==> src/rtl/rv4028_bus_pkg.sv <==
// Shared types and constants for the RV4028 external bus interface unit.
package rv4028_bus_pkg;

  typedef enum logic [1:0] {
    IDLE,
    T1,
    T2,
    T3
  } state_t;

  localparam logic [31:0] IO_MASK_DEF  = 32'hF000_0000;
  localparam logic [31:0] IO_MATCH_DEF = 32'hF000_0000;

  function automatic int unsigned beat_count(input int unsigned bus_w);
    return 32 / bus_w;
  endfunction

  // Instantiating modules use this in a generate-time check.
  function automatic bit bus_w_legal(input int unsigned bus_w);
    return (bus_w == 8) || (bus_w == 16);
  endfunction

endpackage

==> src/rtl/rv4028_wait_ctr.sv <==
// T2 cycle counter: loaded to 1 on entry to T2, saturates at its maximum.
module rv4028_wait_ctr #(
  parameter int unsigned MIN_WAIT     = 1,
  parameter int unsigned WAIT_TIMEOUT = 0
) (
  input  logic clk,
  input  logic rst_n,
  input  logic start,
  output logic min_done,
  output logic timed_out
);

  localparam int unsigned MAXV = (MIN_WAIT > WAIT_TIMEOUT) ? MIN_WAIT : WAIT_TIMEOUT;
  localparam int unsigned CW   = $clog2(MAXV + 1);

  logic [CW-1:0] cnt;

  always_ff @(posedge clk) begin
    if (!rst_n) begin
      cnt <= '0;
    end else if (start) begin
      cnt <= CW'(1);
    end else if (cnt != CW'(MAXV)) begin
      cnt <= cnt + 1'b1;
    end
  end

  assign min_done  = (cnt >= CW'(MIN_WAIT));
  assign timed_out = (WAIT_TIMEOUT != 0) && (cnt >= CW'(WAIT_TIMEOUT));

endmodule

==> src/rtl/rv4028_bus_if.sv <==
// Core word port to RV4028 external bus: splits words into beats, T1/T2/T3 timing,
// wait-state insertion, optional wait timeout and memory/I-O decode.
module rv4028_bus_if
  import rv4028_bus_pkg::*;
#(
  parameter int unsigned BUS_W        = 16,
  parameter int unsigned MIN_WAIT     = 1,
  parameter int unsigned WAIT_TIMEOUT = 0,
  parameter logic [31:0] IO_MASK      = IO_MASK_DEF,
  parameter logic [31:0] IO_MATCH     = IO_MATCH_DEF
) (
  input  logic               clk,
  input  logic               rst_n,
  input  logic               req_valid,
  output logic               req_ready,
  input  logic [31:0]        req_addr,
  input  logic [3:0]         req_wmask,
  input  logic [31:0]        req_wdata,
  output logic               rsp_valid,
  output logic               rsp_err,
  output logic [31:0]        rsp_rdata,
  output logic [31:0]        addr,
  output logic [BUS_W-1:0]   data_out,
  output logic               data_oe,
  input  logic [BUS_W-1:0]   data_in,
  output logic               rd_n,
  output logic               wr_n,
  output logic [BUS_W/8-1:0] wrm_n,
  output logic               mreq_n,
  output logic               iorq_n,
  input  logic               wait_n
);

  localparam int unsigned NB    = beat_count(BUS_W);
  localparam int unsigned BL    = BUS_W / 8;
  localparam logic [31:0] LMASK = 32'((64'd1 << BUS_W) - 64'd1);

  if (!bus_w_legal(BUS_W)) begin : g_bus_w_check
    $error("rv4028_bus_if: BUS_W must be 8 or 16");
  end

  state_t      state;
  logic [1:0]  beat;
  logic [29:0] base;
  logic [3:0]  wmask_q;
  logic [31:0] wdata_q;
  logic [31:0] rdata_acc;
  logic        io_q, wr_q, err_q;
  logic        min_done, timed_out;
  logic [2:0]  nb_first, nb_next;
  logic [31:0] lane_off;
  logic        req_io;

  // First beat at or after 'from' that must be issued; NB when none remain.
  function automatic logic [2:0] next_beat(input logic [3:0] m, input logic wr,
                                           input logic [2:0] from);
    logic [2:0] nb;
    logic [3:0] sl;
    nb = 3'(NB);
    for (int unsigned k = NB; k > 0; k--) begin
      sl = m >> ((k - 1) * BL);
      if ((3'(k - 1) >= from) && (!wr || (sl[BL-1:0] != '0))) nb = 3'(k - 1);
    end
    return nb;
  endfunction

  function automatic logic [31:0] beat_addr(input logic [29:0] b, input logic [1:0] k);
    return {b, 2'b00} + 32'(k) * BL;
  endfunction

  function automatic logic [BUS_W-1:0] lane(input logic [31:0] w, input logic [1:0] k);
    return BUS_W'(w >> (32'(k) * BUS_W));
  endfunction

  always_comb begin
    nb_first = next_beat(req_wmask, |req_wmask, 3'd0);
    nb_next  = next_beat(wmask_q, wr_q, {1'b0, beat} + 3'd1);
    lane_off = 32'(beat) * BUS_W;
    req_io   = ((req_addr & IO_MASK & ~32'h3) == (IO_MATCH & ~32'h3));
  end

  assign req_ready = (state == IDLE);

  rv4028_wait_ctr #(
    .MIN_WAIT    (MIN_WAIT),
    .WAIT_TIMEOUT(WAIT_TIMEOUT)
  ) u_wait_ctr (
    .clk      (clk),
    .rst_n    (rst_n),
    .start    (state == T1),
    .min_done (min_done),
    .timed_out(timed_out)
  );

  always_ff @(posedge clk) begin
    if (!rst_n) begin
      state     <= IDLE;
      beat      <= '0;
      base      <= '0;
      wmask_q   <= '0;
      wdata_q   <= '0;
      rdata_acc <= '0;
      io_q      <= 1'b0;
      wr_q      <= 1'b0;
      err_q     <= 1'b0;
      addr      <= '0;
      data_out  <= '0;
      data_oe   <= 1'b0;
      rd_n      <= 1'b1;
      wr_n      <= 1'b1;
      wrm_n     <= '1;
      mreq_n    <= 1'b1;
      iorq_n    <= 1'b1;
      rsp_valid <= 1'b0;
      rsp_err   <= 1'b0;
      rsp_rdata <= '0;
    end else begin
      rsp_valid <= 1'b0;
      rsp_err   <= 1'b0;
      case (state)
        IDLE: begin
          if (req_valid) begin
            base    <= req_addr[31:2];
            wmask_q <= req_wmask;
            wdata_q <= req_wdata;
            wr_q    <= |req_wmask;
            io_q    <= req_io;
            err_q   <= 1'b0;
            beat    <= nb_first[1:0];
            addr    <= beat_addr(req_addr[31:2], nb_first[1:0]);
            data_oe <= |req_wmask;
            if (|req_wmask) data_out <= lane(req_wdata, nb_first[1:0]);
            state   <= T1;
          end
        end
        T1: begin
          mreq_n <= io_q;
          iorq_n <= ~io_q;
          rd_n   <= wr_q;
          wr_n   <= ~wr_q;
          wrm_n  <= wr_q ? ~BL'(wmask_q >> (32'(beat) * BL)) : '1;
          state  <= T2;
        end
        T2: begin
          if (min_done && wait_n) begin
            if (!wr_q) begin
              rdata_acc <= (rdata_acc & ~(LMASK << lane_off)) | (32'(data_in) << lane_off);
            end
            {mreq_n, iorq_n, rd_n, wr_n} <= '1;
            wrm_n <= '1;
            state <= T3;
          end else if (timed_out) begin
            {mreq_n, iorq_n, rd_n, wr_n} <= '1;
            wrm_n <= '1;
            err_q <= 1'b1;
            state <= T3;
          end
        end
        T3: begin
          // A timeout abandons any remaining beats of the word.
          if (!err_q && (nb_next < 3'(NB))) begin
            beat    <= nb_next[1:0];
            addr    <= beat_addr(base, nb_next[1:0]);
            data_oe <= wr_q;
            if (wr_q) data_out <= lane(wdata_q, nb_next[1:0]);
            state   <= T1;
          end else begin
            data_oe   <= 1'b0;
            rsp_valid <= 1'b1;
            rsp_err   <= err_q;
            if (!wr_q && !err_q) rsp_rdata <= rdata_acc;
            state     <= IDLE;
          end
        end
        default: state <= IDLE;
      endcase
    end
  end

endmodule

==> config.mk <==
export PLATFORM = sky130hd
export DESIGN_NAME = rv4028_bus_if
export DESIGN_NICKNAME = d
export VERILOG_FILES = /design/src/rtl/rv4028_bus_pkg.sv /design/src/rtl/rv4028_wait_ctr.sv /design/src/rtl/rv4028_bus_if.sv
export SDC_FILE = /design/constraint.sdc
export NUM_CORES = 1
export LEC_CHECK = 0
export ABC_CLOCK_PERIOD_IN_PS = 6600
export BUFFER_PORTS_ARGS = -buffer_cell sky130_fd_sc_hd__buf_2
export CAP_MARGIN = 15
export CORE_UTILIZATION = 23
export DETAILED_ROUTE_END_ITERATION = 8
export PLACE_DENSITY = 0.47
export SLEW_MARGIN = 20
export SYNTH_ARGS = -nofsm -noshare
export SYNTH_HDL_FRONTEND = slang
export SYNTH_SLANG_ARGS = --single-unit
==> constraint.sdc <==
create_clock -name clk -period 6.6 [get_ports clk]
set_input_delay 1.32 -clock clk [delete_from_list [all_inputs] [get_ports clk]]
set_output_delay 1.32 -clock clk [all_outputs]
set_load 0.05 [all_outputs]
======== Yosys cells after proc, flatten, opt, wreduce, memory -nomap -nowiden ========
Cells that the tools add are included.
storage, ports and cells
  register bits ........................... 193
  output and inout bits ................... 90
  bits of input ports ..................... 88
operators by class
  shifts and indexed selects .............. 5
  bitwise operators ....................... 7
  eq/ne operators ......................... 9
  reduce and logical (&&, ||, !) cells .... 26
  order comparisons ....................... 4
  add/subtract/negate cells ............... 4
  muxes and demuxes ....................... 32
operators with widths
  cell                                                                   number
  32-bit by 3-bit adder with 32-bit output                               2
  16-bit two-way mux                                                     4
  32-bit two-way mux                                                     2
  32-bit one-hot mux with 2 select lines                                 1
  32-bit by 6-bit right shift with 16-bit output                         2
  32-bit bitwise AND                                                     1
  32-bit inverter                                                        1
  32-bit bitwise OR                                                      1
  16-bit one-hot mux with 2 select lines                                 1
  16-bit by 6-bit left shift with 32-bit output                          1
  16-bit by 6-bit left shift with 32-bit output (first input constant)   1
  2-bit two-way mux                                                      9
  2-bit nonzero test                                                     6
  1-bit one-hot mux with 2 select lines                                  5
  2-bit AND reduction                                                    5
  3-bit AND reduction                                                    3
  2-bit inequality test (second input constant)                          4
  2-bit one-hot mux with 2 select lines                                  2
  2-bit one-hot mux with 4 select lines                                  1
  1-bit two-way mux                                                      7
  1-bit by 3-bit >= comparator with 1-bit output (first input constant)  2
  5-bit AND reduction                                                    1
  2-bit equality test (second input constant)                            2
  4-bit equality test (second input constant)                            1
  other kinds (14)                                                       22

======== Depth between registers and ports, before layout ========
Gate-level depths: netlist of the first run.
  depth in word-level cells ............... 9
  depth in mapped cells ................... 11
  depth with buffers taken out ............ 9

======== Cells and area by module ========
Synthesis of the first run repeated with hierarchy kept, for this count alone.
unflattened totals
  cells, all modules ...................... 1068
  area total of the unflattened synthesis .. 8440.6 um^2
modules (own cells, without submodules)
  module           area an instance (um^2)  cells each  times used
  rv4028_bus_if    8409.3                   1065        1
  rv4028_wait_ctr  31.3                     3           1

======== Worst setup path before layout of the first run ========
Ideal clock, no wire load.
  path kind ............................... input -> register
  start point ............................. input port req_valid
  end point ............................... register data_out[11]
  arrival ................................. 2.674 ns
  setup time .............................. 0.116 ns
  stages on the path ...................... 9
  buffers on the path ..................... 3
  setup slack ............................. 3.809 ns
  cells stage by stage .................... and2_1 > buf_2 > a21oi_1 > a21o_1 > buf_2 > a211oi_2 > buf_2 > o211ai_1 > o211a_1
on the way
  longest elaborated chain between the ends .. 2
RTL lines
  what                                    RTL line              RTL
  from (decl)                             rv4028_bus_if.sv:14   input logic req_valid,
  2-bit inequality test (no source line)  -
  5-bit AND reduction (no source line)    -
  to (signal assigned)                    rv4028_bus_if.sv:132  if (|req_wmask) data_out <= lane(req_wdata, nb_first[1:0]);
  to (signal assigned)                    rv4028_bus_if.sv:165  if (wr_q) data_out <= lane(wdata_q, nb_next[1:0]);
  to (decl)                               rv4028_bus_if.sv:23   output logic [BUS_W-1:0] data_out,
No other way between the ends.
A chain may end at the register's enable or synchronous reset.

======== Worst setup path after layout of the first run ========
  start point ............................. input port req_valid
  end point ............................... register addr[27]
on the way
  longest elaborated chain between the ends .. 2
RTL lines
  what                                    RTL line              RTL
  2-bit inequality test (no source line)  -
  3-bit AND reduction (no source line)    -
  to (signal assigned)                    rv4028_bus_if.sv:130  addr <= beat_addr(req_addr[31:2], nb_first[1:0]);
  to (signal assigned)                    rv4028_bus_if.sv:163  addr <= beat_addr(base, nb_next[1:0]);
  to (decl)                               rv4028_bus_if.sv:22   output logic [31:0] addr,
No other way between the ends.

==> results of run 1 <==
-- through the flow --
stage	setup WS, ns	total power, mW	hold slack (ns)	cells	util
5_1_grt	2.79	3.78	0.460	1574	0.289
3_3_place_gp	2.55	2.60	0.439	1542	0.272
4_1_cts	3.00	3.64	0.447	1574	0.289
3_5_place_dp	2.51	2.61	0.442	1542	0.272
6_report	2.99	3.58	0.448	1574	0.289
2_1_floorplan	3.81	2.24	0.432	977	-
-- worst paths after layout --
kind,from,to,cells after the start
setup / recovery,req_valid,addr[27],9
hold / removal,rdata_acc[22],rsp_rdata[22],2
setup reg to reg,state[0],addr[27],10
hold reg to reg,rdata_acc[22],rsp_rdata[22],2
-- sequential cells by signal, indices dropped and copies added (netlist names), 2 cells and up --
signal     flops
beat           2
base          30
wmask_q        4
wrm_n          2
addr          30
data_out      16
state          2
rsp_rdata     32
wdata_q       16
rdata_acc     32
-- synthesized netlist by cell type, types with 16 or more instances --
| cell | n |
|---|---|
| nand3_1 | 29 |
| dfxtp_1 | 175 |
| mux2i_1 | 39 |
| o211a_1 | 16 |
| clkbuf_1 | 54 |
| nor2_1 | 47 |
| a21oi_1 | 123 |
| xor2_1 | 28 |
| nand2_1 | 268 |
| o21ai_0 | 17 |
| nand4_1 | 17 |
| o211ai_1 | 23 |
| xnor2_1 | 25 |
-- metal layers --
| layer | vias to the layer above | wire length (µm) | global-route usage |
|---|---|---|---|
| li1 | 3604 | - | - |
| met1 | 3374 | 12400 | 0.197 |
| met2 | 159 | 11500 | 0.236 |
| met3 | 27 | 961 | 0.0301 |
| met4 | 0 | 419 | 0.0498 |
| met5 | - | 0 | 0 |
-- power breakdown --
part	internal (mW)	leakage [nW]	total [mW]	switching, mW
Combinational	0.325	2.32	1.22	0.892
Sequential	1.23	1.43	1.35	0.124
Clock	0.504	0.277	1.01	0.508
Total	2.06	4.03	3.58	1.52
-- layout make-up --
class                   instances  area, µm²
inverters                      11       43.8
well taps                     448        561
clock buffers                  18        429
clock inverters                14        144
multi-input cells             722       4050
repair buffers                186        963
flip-flops and latches        175       3500
fillers                      3705      23800
-- kinds of logic after synthesis --
logic type | share of synthesized area
AOI/OAI and AO/OA | 0.159
xor gates and xnor gates | 0.0592
adders and majority gates | 0.0128
buffers and inverters | 0.0419
DFF | 0.446
muxes | 0.0512
other | 0.000478
and+or+nand+nor | 0.229
-- worst max-delay path, cell delays in order --
cell	delay, ns
buf_2	0.11
and2_2	0.14
buf_4	0.52
a21oi_1	0.21
a21o_1	0.30
buf_4	0.26
nor2_1	0.76
a22oi_1	0.17
a21oi_1	0.18
-- cell usage in the layout, fill, tap and decap left out, types with 7 or more instances in the layout --
cell / Yosys / routed
xor2_1: 28 / 28
nand4_1: 17 / 17
dfxtp_1: 175 / 175
mux2i_1: 39 / 39
o21ai_0: 17 / 17
nor4_1: 9 / 8
clkbuf_16: 0 / 17
and3_1: 9 / 9
nor2_1: 47 / 46
a21oi_1: 123 / 123
buf_4: 3 / 13
nor3_1: 10 / 9
inv_1: 9 / 9
buf_2: 8 / 173
nand3_1: 29 / 29
o211ai_1: 23 / 23
xnor2_1: 25 / 25
nand2_1: 268 / 267
ha_1: 8 / 7
o211a_1: 16 / 16
==> impl_metrics.json, run 1 <==
{
  "clk_pin_slew_ns": 0.08,
  "vias": 7164,
  "worstMarginPinSlew_ns": 1.24,
  "cts_setup_buffers": 0,
  "antenna_found_initial": 0,
  "cts_sinks": 175,
  "drive_gt1_frac": 0.210,
  "drv_slew": 0,
  "avgSynthCellArea_um2": 8.05,
  "drt_wl_total_um": 25200,
  "htree_levels": 4,
  "synthToLayoutAreaGrowth_pct": 23.6,
  "synthCells": 975,
  "cts_tree": "done",
  "path_class": "in2reg",
  "drtAntennaViolNets": 0,
  "rows": 67,
  "required_ns": 6.99,
  "ys_types": 50,
  "place.gp.congestion": 0.758,
  "hold_buffers": 0,
  "die-area_um2": 34900,
  "grt_pass1_wl_um": 39800,
  "fin_area_um2": 9700,
  "n_antenna_cell": 0,
  "synthesis.area_um2": 7850,
  "clkLatencyLatePin_ns": 0.46,
  "status": "complete, no violations",
  "p_leak_nw": 4.03,
  "synth_edf_count": 0,
  "first_pass_iters": 7,
  "fin_skew_ns": 0.0170,
  "synth-async-reset-ratio": 0,
  "dpl_cell_area_um2": 9130,
  "synth_ff_type": "dfxtp_1",
  "grt_remaining_overflow": 0,
  "finalCriticalPeriod_ns": 3.61,
  "cp.arrival_ns": 3.99,
  "tns_ns": 0,
  "drt_iter0_markers": 347,
  "portBuffers": 173,
  "finalSetupViolCount": 0,
  "rsz0062_at_grt": "false",
  "synth_top_area_share": 0.446,
  "cts_root_buf": "clkbuf_16",
  "vdd_ir_drop_max_mv": 0.194,
  "maxCapViolCount": 0,
  "cts_buffers": 17,
  "viasPerCell": 4.55,
  "path_max_fanout": 55,
  "hpwl_um": 17100,
  "coreArea_um2": 33500,
  "synthTopCellsByArea": "dfxtp_1 (45%), nand2_1 (13%), a21oi_1 (7.8%)",
  "grt_pass1_vias": 7034,
  "grt_max_degree": 89,
  "drc": 0,
  "nets": 1209,
  "slew_headroom": 0.167,
  "io_pins": 178,
  "start_kind": "primary input",
  "start_util": 0.234,
  "power_density_nw_per_um2": 369,
  "fmax_ghz": 0.277,
  "yosysTopAreaCell": "dfxtp_1",
  "chipWidth_um": 187,
  "synth-seq-cells": 175,
  "hp-class": "reg2reg",
  "cts_resized": 0,
  "r2r_slack_ns": 3.10,
  "synth_warnings": 0,
  "worstSetupEndpointType": "flop",
  "period_share": 0.546,
  "hold_viol": 0,
  "wl_per_cell_um": 16.0,
  "seq_area_frac_synth": 0.446,
  "grt_usage": 0.147,
  "clk_path_buf_depth": 2,
  "die_h_um": 187
}
(Power assumes the default switching activity.)
==> inputs of run 2 (changes only) <==
- ABC_AREA: not set -> 1
- ABC_CLOCK_PERIOD_IN_PS: 6600 -> 3700
- PLACE_DENSITY: 0.47 -> 0.46
- clock period: 6.6 -> 3.7 ns (I/O delays scaled with it)
==> run 2 against run 1 <==
Compared with the run above: hold slack got worse by 0.0054 ns; clock power up 97%; synthesized cell count increased by 32%; critical path depth unchanged; sequential cell count is the same; routed wire length grew 19%; sequential power is 89% higher; setup slack worse by 2.3 ns; die area up 10%.
==> impl_metrics.json, run 2 <==
{
  "antenna_found_initial": 7,
  "seq_area_frac_synth": 0.405,
  "cp.arrival_ns": 3.33,
  "cts_setup_buffers": 0,
  "drive_gt1_frac": 0.182,
  "fmax_ghz": 0.335,
  "tns_ns": 0,
  "worstMarginPinSlew_ns": 1.04,
  "status": "complete, no violations",
  "synthTopCellsByCount": "nor2_1 (291), nand2_1 (234), o21ai_0 (177)",
  "io_pins": 178,
  "power.total_mw": 7.19,
  "cts_root_buf": "clkbuf_16",
  "top_layer": "met5",
  "grt_usage": 0.158,
  "period_share": 0.807,
  "synth-seq-cells": 175,
  "synth_ff_type": "dfxtp_1",
  "clk_path_buf_depth": 2,
  "dpl_cell_area_um2": 9860,
  "critical_path.slowest_cell": "inv_1",
  "finalSetupViolCount": 0,
  "finalCriticalPeriod_ns": 2.98,
  "final_core_util": 0.286,
  "grt_max_degree": 60,
  "grt_remaining_overflow": 0,
  "synthesis.area_um2": 8650,
  "regToRegEndpoint": "rsp_rdata[1]",
  "cts_tree": "done",
  "viasPerCell": 4.51,
  "path_class": "reg2reg",
  "place.gp.congestion": 0.916,
  "critPathCapture": "rsp_rdata[1]",
  "rows": 70,
  "grt_pass1_wl_um": 46500,
  "drtAntennaViolNets": 0,
  "hpwl_um": 21400,
  "fin_area_um2": 10500,
  "worstHoldStart": "data_out[8]",
  "vdd_ir_drop_max_mv": 0.389,
  "reg2regPathDepth": 9,
  "met2WireLength_um": 13600,
  "chipWidth_um": 196,
  "rsz0062_at_grt": "false",
  "grt_pass1_vias": 8063,
  "startpoint": "state[0]",
  "maxCapViolCount": 0,
  "portBuffers": 173,
  "hold_buffers": 0,
  "r2r_slack_ns": 0.72,
  "hp-class": "reg2reg",
  "clkLatencyLatePin_ns": 0.45,
  "max_stage_delay_ns": 0.54,
  "nets": 1520,
  "hold_viol": 0,
  "cts_sinks": 175,
  "synth_top_area_share": 0.405,
  "drv_slew": 0,
  "die-area_um2": 38400,
  "reg_top3": "rdata_acc: 32 flops, rsp_rdata: 32 flops",
  "synth-async-reset-ratio": 0,
  "layout_common_cells": "nor2_1 (291), nand2_1 (234), o21ai_0 (177)",
  "cts_buffers": 17,
  "p_leak_nw": 4.84,
  "required_ns": 4.04,
  "wl_per_cell_um": 15.7,
  "r2r-start": "state[0]",
  "power_density_nw_per_um2": 684,
  "drt_iter0_markers": 568,
  "final_common_cell": "nor2_1",
  "synth_warnings": 0,
  "route.met3.wl_um": 2000,
  "start_util": 0.235,
  "path_cells": "ha_2 > inv_2 > nor2_4 > inv_1 > nor2_4 > buf_4 > inv_1 > nor2_1 > nor2_1",
  "start_kind": "flop",
  "avgSynthCellArea_um2": 6.72,
  "vias": 8603,
  "worstSetupEndpointType": "flop",
  "fin_skew_ns": 0.0124,
  "drc": 0,
  "whs_ns": 0.443,
  "path_max_fanout": 33,
  "synth.most_common_cell": "nor2_1",
  "die_h_um": 196,
  "synthToLayoutAreaGrowth_pct": 21.6,
  "synth_edf_count": 0,
  "yosysTopAreaCell": "dfxtp_1",
  "drt_wl_total_um": 29900,
  "synthTopCellsByArea": "dfxtp_1 (41%), nor2_1 (13%), o21ai_0 (10%)",
  "drt-met1-wl_um": 13800,
  "htree_levels": 4,
  "fillers": 4187,
  "coreArea_um2": 36800,
  "synthCells": 1287,
  "clk_pin_slew_ns": 0.08,
  "ys_types": 40,
  "cts_resized": 0,
  "slew_headroom": 0.304,
  "first_pass_iters": 4
}
[run 2: area by class of cell]
class / count / area, µm² / share of cell area
flip-flops and latches: 175 / 3500 / 0.333
well taps: 468 / 586 / 0.0557
clock buffers: 17 / 425 / 0.0405
diodes: 3 / 7.51 / 0.000714
clock inverters: 15 / 224 / 0.0213
multi-input cells: 941 / 4440 / 0.422
inverters: 108 / 405 / 0.0386
repair buffers: 181 / 928 / 0.0883
[run 2: how the worst min path moves through the flow]
stage / to / slack, ns / cells after the start
after floorplan: wmask_q[1] / 0.43 / 2
after global placement: data_out[15] / 0.43 / 2
after detailed placement: data_out[8] / 0.44 / 2
after CTS: data_out[9] / 0.45 / 2
after global routing: data_out[1] / 0.46 / 2
final: data_out[8] / 0.44 / 2
[run 2: routing by layer]
metal,global-route usage,up-vias
li1,-,4387
met5,0,-
met4,0.0454,8
met1,0.205,3959
met2,0.253,217
met3,0.0435,32
[run 2: critical path: cells and delay by family, from the launching register on]
kind	cells	cell delay (ns)
buf+inv	4	1.35
simple gates	4	0.61
fa+ha+maj	1	0.51
flops	1	0.40
[run 2: report_power, final]
group / internal [mW] / switching [mW]
sequential: 2.28 / 0.268
combinational: 0.660 / 2.00
clock: 1.05 / 0.940
total: 3.99 / 3.21
[run 2: cells by family after synthesis]
group / Yosys count / share of synthesized area
AO/OA/AOI/OAI: 269 / 0.161
XOR/XNOR: 17 / 0.0172
adder cells (fa/ha/maj): 8 / 0.0116
buffers and inverters: 173 / 0.0834
flip-flops: 175 / 0.405
other: 1 / 0.000434
AND/OR/NAND/NOR: 644 / 0.321
[run 2: metrics by stage]
step | cells | setup WS (ns)
detailed placement | 1873 | 0.642
global placement | 1873 | 0.689
global route | 1907 | 0.363
finish | 1908 | 0.715
floorplan | 1289 | 1.67
CTS | 1905 | 0.629
==> inputs of run 3 (changes only) <==
- ABC_CLOCK_PERIOD_IN_PS: 3700 -> 2890
- clock period: 3.7 -> 2.89 ns (I/O delays scaled with it)
==> run 3 against run 2 <==
Compared with the run above: sequential power up 28%; clock power up 22%; critical endpoint is now addr[13]; utilization up 0.092 points; clock skew up 0.0034 ns; setup slack worse by 0.072 ns; via count down 0.31%; first-iteration DRC count up 3.2%; combinational power up 30%; die area unchanged; maximum frequency up 33%; clock-buffer cell count unchanged.
==> impl_metrics.json, run 3 (synthesized netlist as in run 2, its figures left out) <==
{
  "hold_viol": 0,
  "drc": 0,
  "fmax_ghz": 0.445,
  "cts_tree": "done",
  "slew_headroom": 0.552,
  "p_comb_frac": 0.377,
  "final_cells": 1914,
  "seqPwrFrac": 0.357,
  "coreArea_um2": 36800,
  "cts_setup_buffers": 0,
  "reg2regPathDepth": 12,
  "wl_per_cell_um": 15.5,
  "p_sw_frac": 0.449,
  "min_to": "rdata_acc[20]",
  "regArea_um2": 3500,
  "layout_common_cells": "nor2_1 (291), nand2_1 (234), o21ai_0 (177)",
  "worstSetupEndpointType": "flop",
  "drt_iter0_markers": 586,
  "multi_input_area_um2": 4440,
  "synthToLayoutAreaGrowth_pct": 22.0,
  "drt_wl_total_um": 29600,
  "io_pins": 178,
  "hpwl_um": 21300,
  "start_kind": "flop",
  "finalSetupViolCount": 0,
  "power_density_nw_per_um2": 868,
  "grt_usage": 0.158,
  "status": "complete, no violations",
  "r2r-start": "wr_q",
  "htree_levels": 4,
  "reg_top3": "rdata_acc: 32 flops, rsp_rdata: 32 flops",
  "power_switching_mw": 4.11,
  "dp_cells": 1880,
  "maxCapViolCount": 0,
  "clkLatencyLatePin_ns": 0.45,
  "final_core_util": 0.287,
  "clk_path_buf_depth": 2,
  "place.gp.congestion": 0.918,
  "antenna_found_initial": 5,
  "path_max_fanout": 6,
  "portBuffers": 173,
  "grt_remaining_overflow": 0,
  "nets": 1527,
  "hold_buffers": 0,
  "drv_slew": 0,
  "rsz0062_at_grt": "false",
  "tns_ns": 0,
  "power.total_mw": 9.15,
  "period_share": 0.777,
  "clockPowerShare": 0.266,
  "drtAntennaViolNets": 0,
  "cp.arrival_ns": 2.58,
  "fillers": 4170,
  "path_class": "reg2reg",
  "clk_pin_slew_ns": 0.08,
  "hold_depth": 3,
  "die-area_um2": 38400,
  "start_util": 0.235,
  "cts_root_buf": "clkbuf_16",
  "cts_resized": 0,
  "drive_gt1_frac": 0.186,
  "p_int_mw": 5.04,
  "worstHoldStart": "data_in[4]",
  "cts_sinks": 175,
  "viasPerCell": 4.48,
  "worstMarginPinSlew_ns": 0.672,
  "chipWidth_um": 196,
  "vdd_ir_drop_max_mv": 0.472,
  "hp-class": "in2reg",
  "r2r_slack_ns": 0.64,
  "regToRegEndpoint": "addr[13]",
  "vias": 8576,
  "die_h_um": 196,
  "first_pass_iters": 5,
  "grt_pass1_wl_um": 46800,
  "finalCriticalPeriod_ns": 2.25,
  "rows": 70,
  "grt_pass1_vias": 8351,
  "grt_max_degree": 72,
  "cts_buffers": 17,
  "p_leak_nw": 4.87,
  "final_common_cell": "nor2_1",
  "required_ns": 3.23,
  "fin_skew_ns": 0.0158
}
run 3: how the worst max path moves through the flow:
stage | start | end | slack [ns] | cells past startpoint
floorplan | state[1] | addr[10] | 0.86 | 12
global placement | wr_q | addr[13] | 0.66 | 12
detailed placement | wr_q | addr[13] | 0.63 | 12
CTS | wr_q | addr[13] | 0.59 | 12
global route | wr_q | addr[13] | 0.36 | 12
finish | wr_q | addr[13] | 0.64 | 12
run 3: per-stage QoR:
step,hold WS (ns),setup slack (ns),cell area [µm²]
2_1_floorplan,0.429,0.856,8650
3_3_place_gp,0.433,0.664,9920
3_5_place_dp,0.435,0.627,9920
4_1_cts,0.349,0.593,10500
5_1_grt,0.364,0.360,10500
6_report,0.367,0.644,10500
run 3: cell type report:
type | instances | share of cell area
diodes | 2 | 0.000474
clock buffers | 17 | 0.0403
clock inverters | 15 | 0.0185
inverters | 108 | 0.0384
multi-input cells | 941 | 0.420
flip-flops and latches | 175 | 0.332
well taps | 468 | 0.0555
repair buffers | 188 | 0.0942
run 3: power by group through the flow:
stage	logic (mW)	clock network [mW]	registers (mW)
final	3.45	2.43	3.27
after global routing	3.79	2.61	3.35
after CTS	3.49	2.51	3.28
after detailed placement	3.48	0	3.33
after global placement	3.47	0	3.32
after floorplan	1.69	0	4.16
run 3: critical path, stage by stage, from the launching register on:
cell and delay, ns:
dfxtp_1 0.49, nand3_1 0.17, nand2_2 0.14, ha_1 0.26
nand2_4 0.11, nor2_4 0.13, inv_1 0.08, nor2_1 0.25
xor2_1 0.10, o21ai_1 0.22, nand2_1 0.08, nand2_1 0.07
inv_1 0.04
run 3: layer usage:
| layer | GRT usage | vias to the layer above | wire [µm] |
|---|---|---|---|
| li1 | - | 4413 | - |
| met1 | 0.206 | 3925 | 13800 |
| met2 | 0.261 | 207 | 13700 |
| met3 | 0.0411 | 23 | 1790 |
| met4 | 0.0344 | 8 | 246 |
| met5 | 0 | - | 46 |
